==> src/rtl/mult_sched.sv <==
// mult_sched: round-robin arbiter and sequencer that shares one signed
// shift-add multiplier datapath between two requesters. The datapath sits
// outside this block. It holds S, B and a sign-extended accumulator A.
module mult_sched #(
  parameter int NREQ = 2,
  parameter int W    = 8
) (
  input  logic              Clk,
  input  logic              Reset,
  input  logic [NREQ-1:0]   Req,
  input  logic [W-1:0]      OpS0,
  input  logic [W-1:0]      OpB0,
  input  logic [W-1:0]      OpS1,
  input  logic [W-1:0]      OpB1,
  output logic [NREQ-1:0]   Ack,
  output logic [NREQ-1:0]   Done,
  output logic [2*W-1:0]    Result,
  output logic              Busy,
  output logic [W-1:0]      Dp_S,
  output logic [W-1:0]      Dp_B,
  output logic              Dp_Load,
  output logic              Dp_Add,
  output logic              Dp_Sub,
  output logic              Dp_Shift,
  input  logic              Dp_M,
  input  logic [2*W-1:0]    Dp_Result
);

  localparam int CW = $clog2(W);
  localparam logic [CW-1:0] LastBit = CW'(W - 1);

  typedef enum logic [2:0] {
    IDLE,
    GRANT,
    LOAD,
    EVAL,
    SHIFT,
    CAPTURE
  } state_t;

  state_t          state_q, state_d;
  logic [CW-1:0]   count_q, count_d;
  logic            grantIdx_q, grantIdx_d;
  logic            lastServed_q, lastServed_d;
  logic [W-1:0]    opS_q, opS_d;
  logic [W-1:0]    opB_q, opB_d;
  logic [2*W-1:0]  result_q, result_d;
  logic [NREQ-1:0] done_q, done_d;
  logic            winner;

  assign Dp_S   = opS_q;
  assign Dp_B   = opB_q;
  assign Result = result_q;
  assign Done   = done_q;
  assign Busy   = (state_q != IDLE);

  // State and datapath-facing registers; reset leaves requester 1 as last
  // served so requester 0 wins the first contention.
  always_ff @(posedge Clk) begin
    if (!Reset) begin
      state_q      <= IDLE;
      count_q      <= '0;
      grantIdx_q   <= 1'b0;
      lastServed_q <= 1'b1;
      opS_q        <= '0;
      opB_q        <= '0;
      result_q     <= '0;
      done_q       <= '0;
    end else begin
      state_q      <= state_d;
      count_q      <= count_d;
      grantIdx_q   <= grantIdx_d;
      lastServed_q <= lastServed_d;
      opS_q        <= opS_d;
      opB_q        <= opB_d;
      result_q     <= result_d;
      done_q       <= done_d;
    end
  end

  // Next-state logic and the one-hot datapath controls for the current state.
  always_comb begin
    state_d      = state_q;
    count_d      = count_q;
    grantIdx_d   = grantIdx_q;
    lastServed_d = lastServed_q;
    opS_d        = opS_q;
    opB_d        = opB_q;
    result_d     = result_q;
    done_d       = '0;
    winner       = 1'b0;
    Ack          = '0;
    Dp_Load      = 1'b0;
    Dp_Add       = 1'b0;
    Dp_Sub       = 1'b0;
    Dp_Shift     = 1'b0;

    unique case (state_q)
      IDLE: begin
        if (Req != '0) begin
          if (Req[0] && Req[1]) begin
            winner = ~lastServed_q;
          end else begin
            winner = Req[1];
          end
          grantIdx_d = winner;
          opS_d      = winner ? OpS1 : OpS0;
          opB_d      = winner ? OpB1 : OpB0;
          state_d    = GRANT;
        end
      end
      GRANT: begin
        Ack[grantIdx_q] = 1'b1;
        lastServed_d    = grantIdx_q;
        state_d         = LOAD;
      end
      LOAD: begin
        Dp_Load = 1'b1;
        count_d = '0;
        state_d = EVAL;
      end
      EVAL: begin
        if (Dp_M) begin
          if (count_q == LastBit) begin
            Dp_Sub = 1'b1;
          end else begin
            Dp_Add = 1'b1;
          end
          state_d = SHIFT;
        end else begin
          Dp_Shift = 1'b1;
          if (count_q == LastBit) begin
            state_d = CAPTURE;
          end else begin
            count_d = count_q + CW'(1);
          end
        end
      end
      SHIFT: begin
        Dp_Shift = 1'b1;
        if (count_q == LastBit) begin
          state_d = CAPTURE;
        end else begin
          count_d = count_q + CW'(1);
          state_d = EVAL;
        end
      end
      CAPTURE: begin
        result_d           = Dp_Result;
        done_d[grantIdx_q] = 1'b1;
        state_d            = IDLE;
      end
      default: begin
        state_d = IDLE;
      end
    endcase
  end

endmodule

==> config.mk <==
export PLATFORM = sky130hd
export DESIGN_NAME = mult_sched
export DESIGN_NICKNAME = d
export VERILOG_FILES = /design/src/rtl/mult_sched.sv
export SDC_FILE = /design/constraint.sdc
export NUM_CORES = 1
export LEC_CHECK = 0
export BUFFER_PORTS_ARGS = -buffer_cell sky130_fd_sc_hd__buf_2
export CORE_MARGIN = 2
export CORE_UTILIZATION = 48
export CTS_CLUSTER_DIAMETER = 200
export DETAILED_ROUTE_END_ITERATION = 16
export PLACE_DENSITY = 0.84
export SETUP_SLACK_MARGIN = 0.4
export SYNTH_ARGS = -nofsm -noshare
export SYNTH_HDL_FRONTEND = slang
export SYNTH_SLANG_ARGS = --single-unit
==> constraint.sdc <==
create_clock -name Clk -period 2.8 [get_ports Clk]
set_input_delay 0.56 -clock Clk [delete_from_list [all_inputs] [get_ports Clk]]
set_output_delay 0.56 -clock Clk [all_outputs]
set_load 0.02 [all_outputs]
==> results of run 1 <==
[flip-flops by register name, indices dropped and copies added (netlist names)]
name	cells
Dp_B	8
Done	2
count_q	3
Result	16
grantIdx_q	1
state_q	3
Dp_S	8
lastServed_q	1
[Yosys cell counts]
| master | count | area (µm²) |
|---|---|---|
| a211o_1 | 1 | 8.76 |
| a21oi_1 | 19 | 95.1 |
| a22o_1 | 1 | 8.76 |
| a311oi_1 | 1 | 8.76 |
| a32o_1 | 2 | 20.0 |
| and3_1 | 2 | 12.5 |
| and3b_1 | 1 | 8.76 |
| buf_1 | 1 | 3.75 |
| buf_2 | 4 | 20.0 |
| buf_6 | 6 | 67.6 |
| clkbuf_1 | 3 | 11.3 |
| dfxtp_1 | 42 | 841 |
| ha_1 | 2 | 25.0 |
| inv_1 | 4 | 15.0 |
| inv_2 | 1 | 3.75 |
| nand2_1 | 52 | 195 |
| nand2b_1 | 4 | 25.0 |
| nand3_1 | 1 | 5.00 |
| nand3_4 | 2 | 35.0 |
| nand3b_1 | 1 | 7.51 |
| nor2_1 | 6 | 22.5 |
| nor3_1 | 6 | 30.0 |
| nor3_4 | 1 | 16.3 |
| nor4b_1 | 1 | 8.76 |
| o2111a_1 | 1 | 11.3 |
| o21a_1 | 1 | 7.51 |
| o21ai_0 | 9 | 45.0 |
| o21ai_1 | 9 | 45.0 |
| o21ai_2 | 1 | 8.76 |
| o221a_1 | 9 | 101 |
| o221a_2 | 7 | 78.8 |
| o22ai_1 | 1 | 6.26 |
[worst max-delay path, delay by kind of cell, from the launching register on]
family | cells | cell delay, ns
flops | 1 | 0.57
buf+inv | 1 | 0.23
compound gates | 1 | 0.29
simple gates | 1 | 0.20
[cells by family (layout without fill, tap and decap cells)]
kind of cell               Yosys count  count (layout)  synth area share [%]
and+or+nand+nor                     77              77                  20.4
adders and majority gates            2               2                  1.39
AOI/OAI and AO/OA                   62              62                  24.8
DFF                                 42              42                  46.7
buffers and inverters               19             106                  6.74
[layout by cell type (no fill, tap or decap), types with 2 or more instances in the layout]
cell | netlist | layout
clkbuf_8 | 0 | 6
nand2_1 | 52 | 52
dfxtp_1 | 42 | 42
ha_1 | 2 | 2
buf_2 | 4 | 93
inv_1 | 4 | 4
a21oi_1 | 19 | 19
o21ai_0 | 9 | 9
and3_1 | 2 | 2
nand2b_1 | 4 | 4
nand3_4 | 2 | 2
a32o_1 | 2 | 2
o221a_1 | 9 | 9
o21ai_1 | 9 | 9
nor2_1 | 6 | 6
o221a_2 | 7 | 7
nor3_1 | 6 | 6
[per-layer routing]
layer	track usage, %	vias up	wire length [µm]
li1	-	888	-
met1	24.5	756	1880
met2	36.2	61	2020
met3	7.71	8	342
met4	8.33	0	82
met5	0	-	0
[power by group through the flow]
stage          clock [W]  sequential [W]  combinational (W)
2_1_floorplan          0        0.000747           0.000181
3_3_place_gp           0        0.000704           0.000318
3_5_place_dp           0        0.000703           0.000325
4_1_cts         0.000491        0.000691           0.000325
5_1_grt         0.000517        0.000698           0.000356
6_report        0.000481        0.000692           0.000323
[worst paths after layout]
| kind | startpoint | endpoint | slack (ns) |
|---|---|---|---|
| max | state_q[1] | Dp_Shift | 0.66 |
| min | Result[6] | Result[6] | 0.45 |
| max reg2reg | count_q[0] | count_q[2] | 1.12 |
| min reg2reg | Result[6] | Result[6] | 0.45 |
[through the flow]
stage,hold WS [ns],cell area (µm²),cells,util [%]
4_1_cts,0.454,2340,337,64.5
3_5_place_dp,0.444,2230,330,61.4
5_1_grt,0.472,2340,337,64.5
6_report,0.453,2340,337,64.5
2_1_floorplan,0.446,1800,202,-
3_3_place_gp,0.440,2230,330,61.4
[cell type report]
cell class | count | area share [%]
Sequential cell | 42 | 35.9
Multi-Input combinational cell | 141 | 35.7
Timing Repair Buffer | 94 | 20.2
Clock buffer | 6 | 3.53
Tap cell | 48 | 2.56
Clock inverter | 1 | 1.28
Inverter | 5 | 0.801
==> impl_metrics.csv, run 1 <==
group,metric,value,unit
floorplanning,fp.dieH,65.2,µm
clocking,numCtsBuffers,5,
timing,period_minus_slack,2.14,ns
floorplanning,core_area,3630,µm²
placement,gp_congestion,0.741,
routing,drt_iter0_drc,87,
power_and_ir_drop,power_frac_seq,46.2,%
timing,layout_setup_ws,0.662,ns
clocking,path_clk_slew,0.07,ns
power_and_ir_drop,combinationalPowerShare,21.6,%
global_routing,grt_max_degree,22,
timing,maxSlewHeadroom,30.0,%
floorplanning,start_util,49.5,%
placement,io_buffers,93,
synthesis,synth_seq_cells,42,
placement,dp_hpwl,3.09,mm
placement,dp_slack,0.837,ns
routing,via_per_inst,5.08,
min_path,hp-class,"reg2reg",
synthesis,netlist-cell-type-count,32,
routing,drt_pre_antenna_iters,4,
power_and_ir_drop,p_int,0.00107,W
power_and_ir_drop,power_density,639,nW/µm²
power_and_ir_drop,irDropWorstVdd,0.366,mV
power_and_ir_drop,p_leak,1.07,nW
final_layout,final_nets,344,
worst_setup_path,crit_required,2.24,ns
worst_setup_path,crit_chain,"nand2b_1, o22ai_1, buf_2",
timing,fmax,468,MHz
worst_setup_path,end_kind,"output pin",
global_routing,grt_pass1_vias,1600,
final_layout,antenna_cells,0,
clocking,cts_setup_buffers,0,
clocking,insertion_delay,0.29,ns
synthesis,yosysWarnings,0,
routing,ant_nets,0,
clocking,htreeDepth,2,
routing,wl_per_cell,12.8,µm
timing,finalCritPeriodShare,76.3,%
routing,drt_wl_total,4.33,mm
worst_setup_path,critPathLaunchType,"register",
timing,rsz0062_at_grt,"no",
clocking,cts.sinks,42,
worst_setup_path,worst-path-max-fanout,11,
timing,finalSetupViolCount,0,
floorplanning,die_area,4250,µm²
global_routing,grt_pass1_wl,7.03,mm
routing,vias,1713,
synthesis,syn-mean-instance-area,8.91,µm²
global_routing,track_usage,21.4,%
final_layout,layout.filler_cells,329,
clocking,cts_tree,"built",
final_layout,syn_to_final_growth,30.2,%
worst_setup_path,slowest_stage,"dfxtp_1",
power_and_ir_drop,p_sw,0.000426,W
global_routing,grt_overflow,0,
synthesis,synth_area,1800,µm²
timing,tns,0,ns
timing,finalMaxSlewViolations,0,
power_and_ir_drop,clkPwrFrac,32.2,%
clocking,hold_buffers,0,
timing,hold_violations,0,
floorplanning,fp-row-count,22,
routing,drc,0,
timing,skew,0.00413,ns
worst_setup_path,worst_r2r_path_depth,5,
floorplanning,die_x,65.2,µm
final_layout,multi_input_area,837,µm²
clocking,cts_buffer_depth,2,
clocking,postCtsResizedCells,0,
flow_run,maxCapViolCount,0,
outcome,status,"complete, no violations",
worst_setup_path,cp_slowest_stage_delay,0.57,ns
final_layout,drive_gt1_share,39.1,%
min_path,hold_depth,2,
final_layout,ff_latch_area,841,µm²
clocking,clockRootBuffer,"clkbuf_8",
synthesis,synth_seq_area_share,46.7,%
synthesis,syn_inst,202,
global_routing,grt_antenna_before_repair,0,
synthesis,synth_fp_nets,257,
power_and_ir_drop,power.total,0.00150,W
timing,tightestPinTransition,1.04,ns
worst_setup_path,critPathKind,"reg2out",
power_and_ir_drop,switching_share,28.5,%
worst_setup_path,worstPathArrival,1.58,ns
floorplanning,io_pins,94,
Note: power is estimated with default switching activity, not from simulation.
==> inputs of run 2 (changes only) <==
- CORE_UTILIZATION: 48 -> 40
- PLACE_DENSITY: 0.84 -> 0.75
- clock period: 2.8 -> 1.9 ns (I/O delays scaled with it)
==> run 2 against run 1 <==
Compared with the run above: sequential power grew 47%; sequential share of layout area decreased by 3.8 points; clock skew about the same; non-clock buffer count rose by 24; cell area rose by 14%; global-route usage fell by 2.1 points; combinational power is 100% higher; die area rose by 19%; via count grew 13%; routed wire length is 22% higher; clock-buffer cell count fell by 1; largest power group unchanged.
==> impl_metrics.csv, run 2 (synthesized netlist as in run 1, its figures left out) <==
group,metric,value,unit
placement,gp_congestion,0.728,
final_layout,final_cell_mix,"buf_2, nand2_1, dfxtp_1",
clocking,cts.sinks,42,
worst_setup_path,crit_required,1.52,ns
clocking,clockRootBuffer,"clkbuf_8",
routing,drt_wl_total,5.27,mm
global_routing,track_usage,19.3,%
clocking,insertion_delay,0.29,ns
final_layout,multi_input_area,953,µm²
routing,ant_nets,0,
power_and_ir_drop,power_density,831,nW/µm²
global_routing,grt_pass1_vias,1737,
global_routing,grt_antenna_before_repair,0,
final_layout,drive_gt1_share,49.5,%
outcome,status,"complete, no violations",
min_path,hp-class,"in2reg",
floorplanning,fp.dieH,71.1,µm
routing,drt_iter0_drc,68,
worst_setup_path,critPathLaunchType,"register",
worst_setup_path,worst-path-max-fanout,7,
worst_setup_path,critPathKind,"reg2out",
clocking,cts_tree,"built",
final_layout,layout.filler_cells,396,
timing,finalSetupViolCount,0,
final_layout,largest_register_ffs,16,
worst_setup_path,end_kind,"output pin",
routing,via_per_inst,5.23,
placement,io_buffers,93,
final_layout,antenna_cells,0,
routing,drc,0,
timing,hold_violations,0,
timing,tns,0,ns
final_layout,syn_to_final_growth,48.1,%
clocking,hold_buffers,0,
routing,vias,1929,
timing,fmax,603,MHz
clocking,numCtsBuffers,5,
power_and_ir_drop,p_leak,1.20,nW
placement,placed_cells,339,
floorplanning,fp-row-count,24,
routing,wl_per_cell,14.3,µm
final_layout,stdcell_count,369,
power_and_ir_drop,irDropWorstVdd,0.502,mV
worst_setup_path,worstPathArrival,1.28,ns
global_routing,grt_overflow,0,
global_routing,grt_max_degree,18,
routing,drt_pre_antenna_iters,4,
timing,skew,0.00409,ns
placement,dp_hpwl,3.20,mm
final_layout,final_common_cell,"buf_2",
timing,tightestPinTransition,0.435,ns
final_layout,ff_latch_area,855,µm²
floorplanning,core_area,4350,µm²
flow_run,maxCapViolCount,0,
clocking,cts_buffer_depth,2,
timing,maxSlewHeadroom,70.6,%
clocking,htreeDepth,2,
floorplanning,io_pins,94,
clocking,path_clk_slew,0.08,ns
timing,period_minus_slack,1.66,ns
global_routing,grt_pass1_wl,7.87,mm
floorplanning,die_x,71.1,µm
floorplanning,start_util,41.3,%
timing,rsz0062_at_grt,"yes",
timing,finalCritPeriodShare,87.3,%
timing,finalMaxSlewViolations,0,
floorplanning,die_area,5050,µm²
final_layout,final_nets,372,
-- run 2: cell count changes in the layout (fill, tap and decap cells not counted), sizes merged --
cell      delta
clkbuf       -1
nand3        +3
clkinvlp     +1
clkinv       +2
buf         +24
bufinv       -1
-- run 2: critical path, cell delays in order (launching register included) --
cell	delay, ns
dfxtp_4	0.39
nand2b_1	0.18
o22ai_2	0.22
buf_4	0.19
-- run 2: final timing paths --
path                      start          to  slack (ns)  depth (start not counted)
hold reg to reg      Result[13]  Result[13]        0.45                          2
hold / removal    Dp_Result[14]  Result[14]        0.32                          3
setup / recovery     state_q[1]    Dp_Shift        0.24                          3
setup reg to reg     count_q[0]  count_q[0]        0.32                          5
-- run 2: layout make-up --
| class | instances | area share (%) |
|---|---|---|
| clock inverters | 2 | 0.376 |
| clock buffers | 5 | 2.58 |
| well taps | 52 | 2.44 |
| multi-input cells | 144 | 35.8 |
| inverters | 5 | 0.704 |
| repair inverters | 1 | 0.282 |
| flip-flops and latches | 42 | 32.1 |
| repair buffers | 118 | 25.8 |
-- run 2: metrics by stage --
step / instance area, µm² / total power, W / worst slack (ns) / utilization (%) / hold WS [ns]
detailed placement: 2280 / 0.00153 / 0.206 / 52.4 / 0.443
floorplan: 1810 / 0.00137 / 0.366 / - / 0.446
CTS: 2560 / 0.00216 / 0.283 / 58.8 / 0.310
global placement: 2280 / 0.00153 / 0.278 / 52.4 / 0.439
finish: 2670 / 0.00221 / 0.242 / 61.2 / 0.318
global route: 2670 / 0.00232 / 0.213 / 61.2 / 0.311
-- run 2: metal layers --
layer	GRT usage [%]	share of wire, %	up-vias
met3	6.55	8.5	15
met4	6.71	2.3	0
met5	0	0	-
met2	31.2	48	100
met1	24.2	41	859
li1	-	-	955
-- run 2: power breakdown --
| part | switching (W) | leakage [nW] | internal, W |
|---|---|---|---|
| Clock | 0.000297 | 0.0438 | 0.000247 |
| Combinational | 0.000358 | 0.813 | 0.000295 |
| Sequential | 0.0000581 | 0.347 | 0.000959 |
-- run 2: timing repair --
item	4_1_cts	5_1_grt
cloned	1	4
setup endpoints to repair	10	27
hold endpoints to repair	0	0
gates resized for setup	26	16
pin swaps	5	1
buffers inserted	15	3
==> inputs of run 3 (changes only) <==
- CORE_UTILIZATION: 40 -> 30
- CTS_BUF_LIST: unset -> sky130_fd_sc_hd__clkbuf_4 sky130_fd_sc_hd__clkbuf_8
- PLACE_DENSITY: 0.75 -> 0.59
- RECOVER_POWER: unset -> 50
==> run 3 against run 2 <==
Compared with the run above: critical path depth grew 3; maximum frequency fell by 2.7%; sequential power hardly changed; routed wire length down 0.66%; sequential cell count unchanged; clock power rose by 30%; hold slack improved by 0.0031 ns; final cell count is 5.4% higher; register-to-register slack lost 0.12 ns; clock-buffer cell count rose by 1; cell area rose by 0.70%; highest routed layer unchanged.
==> impl_metrics.csv, run 3 (synthesized netlist as in run 1, its figures left out) <==
group,metric,value,unit
routing,drt_pre_antenna_iters,4,
outcome,status,"complete, no violations",
clocking,clockRootBuffer,"clkbuf_8",
timing,hold_violations,0,
worst_setup_path,end_kind,"register",
floorplanning,fp-row-count,28,
power_and_ir_drop,power.total,0.00232,W
final_layout,final_nets,368,
placement,io_buffers,93,
worst_setup_path,crit_required,2.08,ns
timing,fmax,587,MHz
placement,dp_hpwl,3.37,mm
floorplanning,die_x,81.4,µm
clocking,numCtsBuffers,5,
timing,skew,0.00399,ns
power_and_ir_drop,power_density,863,nW/µm²
routing,drt_wl_total,5.24,mm
routing,via_per_inst,4.79,
floorplanning,die_area,6630,µm²
routing,drt_iter0_drc,56,
floorplanning,io_pins,94,
final_layout,stdcell_count,389,
global_routing,grt_overflow,0,
clocking,insertion_delay,0.28,ns
worst_setup_path,worstPathArrival,1.88,ns
final_layout,largest_register_ffs,16,
final_layout,drive_gt1_share,38.5,%
final_layout,ff_latch_area,855,µm²
routing,vias,1863,
floorplanning,fp.dieH,81.4,µm
worst_setup_path,path_common_cell,"ha_4",
global_routing,grt_pass1_vias,1777,
worst_setup_path,cp_slowest_stage_delay,0.34,ns
global_routing,grt_antenna_before_repair,0,
timing,finalCritPeriodShare,89.7,%
worst_setup_path,worst-path-max-fanout,4,
worst_setup_path,crit_chain,"ha_4, ha_4, buf_4, o21ai_0, a311oi_2, a22o_1",
worst_setup_path,critPathKind,"reg2reg",
worst_setup_path,slowest_stage,"dfxtp_2",
power_and_ir_drop,p_leak,1.05,nW
placement,placed_cells,362,
global_routing,grt_max_degree,21,
clocking,cts_buffer_depth,2,
final_layout,syn_to_final_growth,49.2,%
clocking,cts.sinks,42,
timing,tightestPinTransition,0.395,ns
clocking,htreeDepth,2,
timing,finalMaxSlewViolations,0,
clocking,cts_tree,"built",
timing,tns,0,ns
timing,period_minus_slack,1.70,ns
floorplanning,start_util,30.8,%
global_routing,track_usage,15.4,%
final_layout,layout.filler_cells,607,
final_layout,multi_input_area,978,µm²
worst_setup_path,critPathLaunchType,"register",
timing,finalSetupViolCount,0,
routing,wl_per_cell,13.5,µm
routing,ant_nets,0,
global_routing,grt_pass1_wl,8.04,mm
timing,rsz0062_at_grt,"yes",
routing,drc,0,
final_layout,final_cell_mix,"buf_2, nand2_1, dfxtp_1",
clocking,path_clk_slew,0.08,ns
min_path,hp-class,"in2reg",
final_layout,antenna_cells,0,
flow_run,maxCapViolCount,0,
final_layout,final_common_cell,"buf_2",
placement,gp_congestion,0.721,
floorplanning,core_area,5850,µm²
power_and_ir_drop,irDropWorstVdd,0.551,mV
timing,maxSlewHeadroom,73.4,%
-- run 3: cell count changes in the layout (fill, tap and decap cells not counted), moves of 2 or more --
cell,previous run,this run
buf_2,87,52
buf_4,26,22
clkbuf_1,0,35
clkinv_2,2,0
o21ai_0,4,10
o21ai_1,12,9
o21ai_2,3,0
-- run 3: what timing repair did --
action / 4_1_cts / 5_1_grt
resized for setup: 30 / 13
pin swaps: 6 / 5
setup buffers: 11 / 6
cloned: 0 / 2
hold buffers: 0 / 0
setup endpoints to repair: 12 / 21
-- run 3: path summary, 6_finish.rpt --
path                startpoint    endpoint  slack (ns)  depth (start not counted)
setup / recovery    count_q[1]  count_q[0]        0.20                          6
hold / removal    Dp_Result[1]   Result[1]        0.32                          3
setup reg to reg    count_q[1]  count_q[0]        0.20                          6
hold reg to reg     Result[11]  Result[11]        0.46                          2
-- run 3: metrics by stage --
step           hold WS [ns]  util (%)  cell area (µm²)  setup slack, ns
2_1_floorplan         0.446         -             1810            0.366
4_1_cts               0.315      44.6             2610            0.304
3_3_place_gp          0.440      39.5             2310            0.246
5_1_grt               0.309      45.9             2680            0.133
3_5_place_dp          0.445      39.5             2310            0.202
6_report              0.322      45.9             2680            0.196
-- run 3: final cells by class --
| cell class | count | share of cell area [%] |
|---|---|---|
| clock buffers | 6 | 2.84 |
| clock inverters | 2 | 1.40 |
| inverters | 5 | 0.793 |
| multi-input cells | 143 | 36.5 |
| flip-flops and latches | 42 | 31.8 |
| well taps | 75 | 3.50 |
| repair buffers | 116 | 23.2 |
-- run 3: layer usage --
| metal | share of wire (%) | wire length, µm | GRT usage (%) | up-vias |
|---|---|---|---|---|
| met5 | 0 | 0 | 0 | - |
| met3 | 7.8 | 411 | 4.73 | 6 |
| met4 | 1.4 | 75 | 5.76 | 0 |
| met2 | 47 | 2470 | 25.5 | 60 |
| li1 | - | - | - | 946 |
| met1 | 43 | 2280 | 18.8 | 851 |
-- run 3: power breakdown --
group | leakage (nW) | internal, W | switching, W | total (W)
Sequential | 0.347 | 0.000959 | 0.0000588 | 0.00102
Combinational | 0.653 | 0.000255 | 0.000339 | 0.000595
Clock | 0.0548 | 0.000406 | 0.000297 | 0.000704
Total | 1.05 | 0.00162 | 0.000696 | 0.00232
-- run 3: critical path: cells and delay by family (launching register included) --
kind,cells,cell delay [ns]
adder cells (fa/ha/maj),2,0.32
flip-flops,1,0.34
AO/OA/AOI/OAI,3,0.79
buffers and inverters,1,0.15
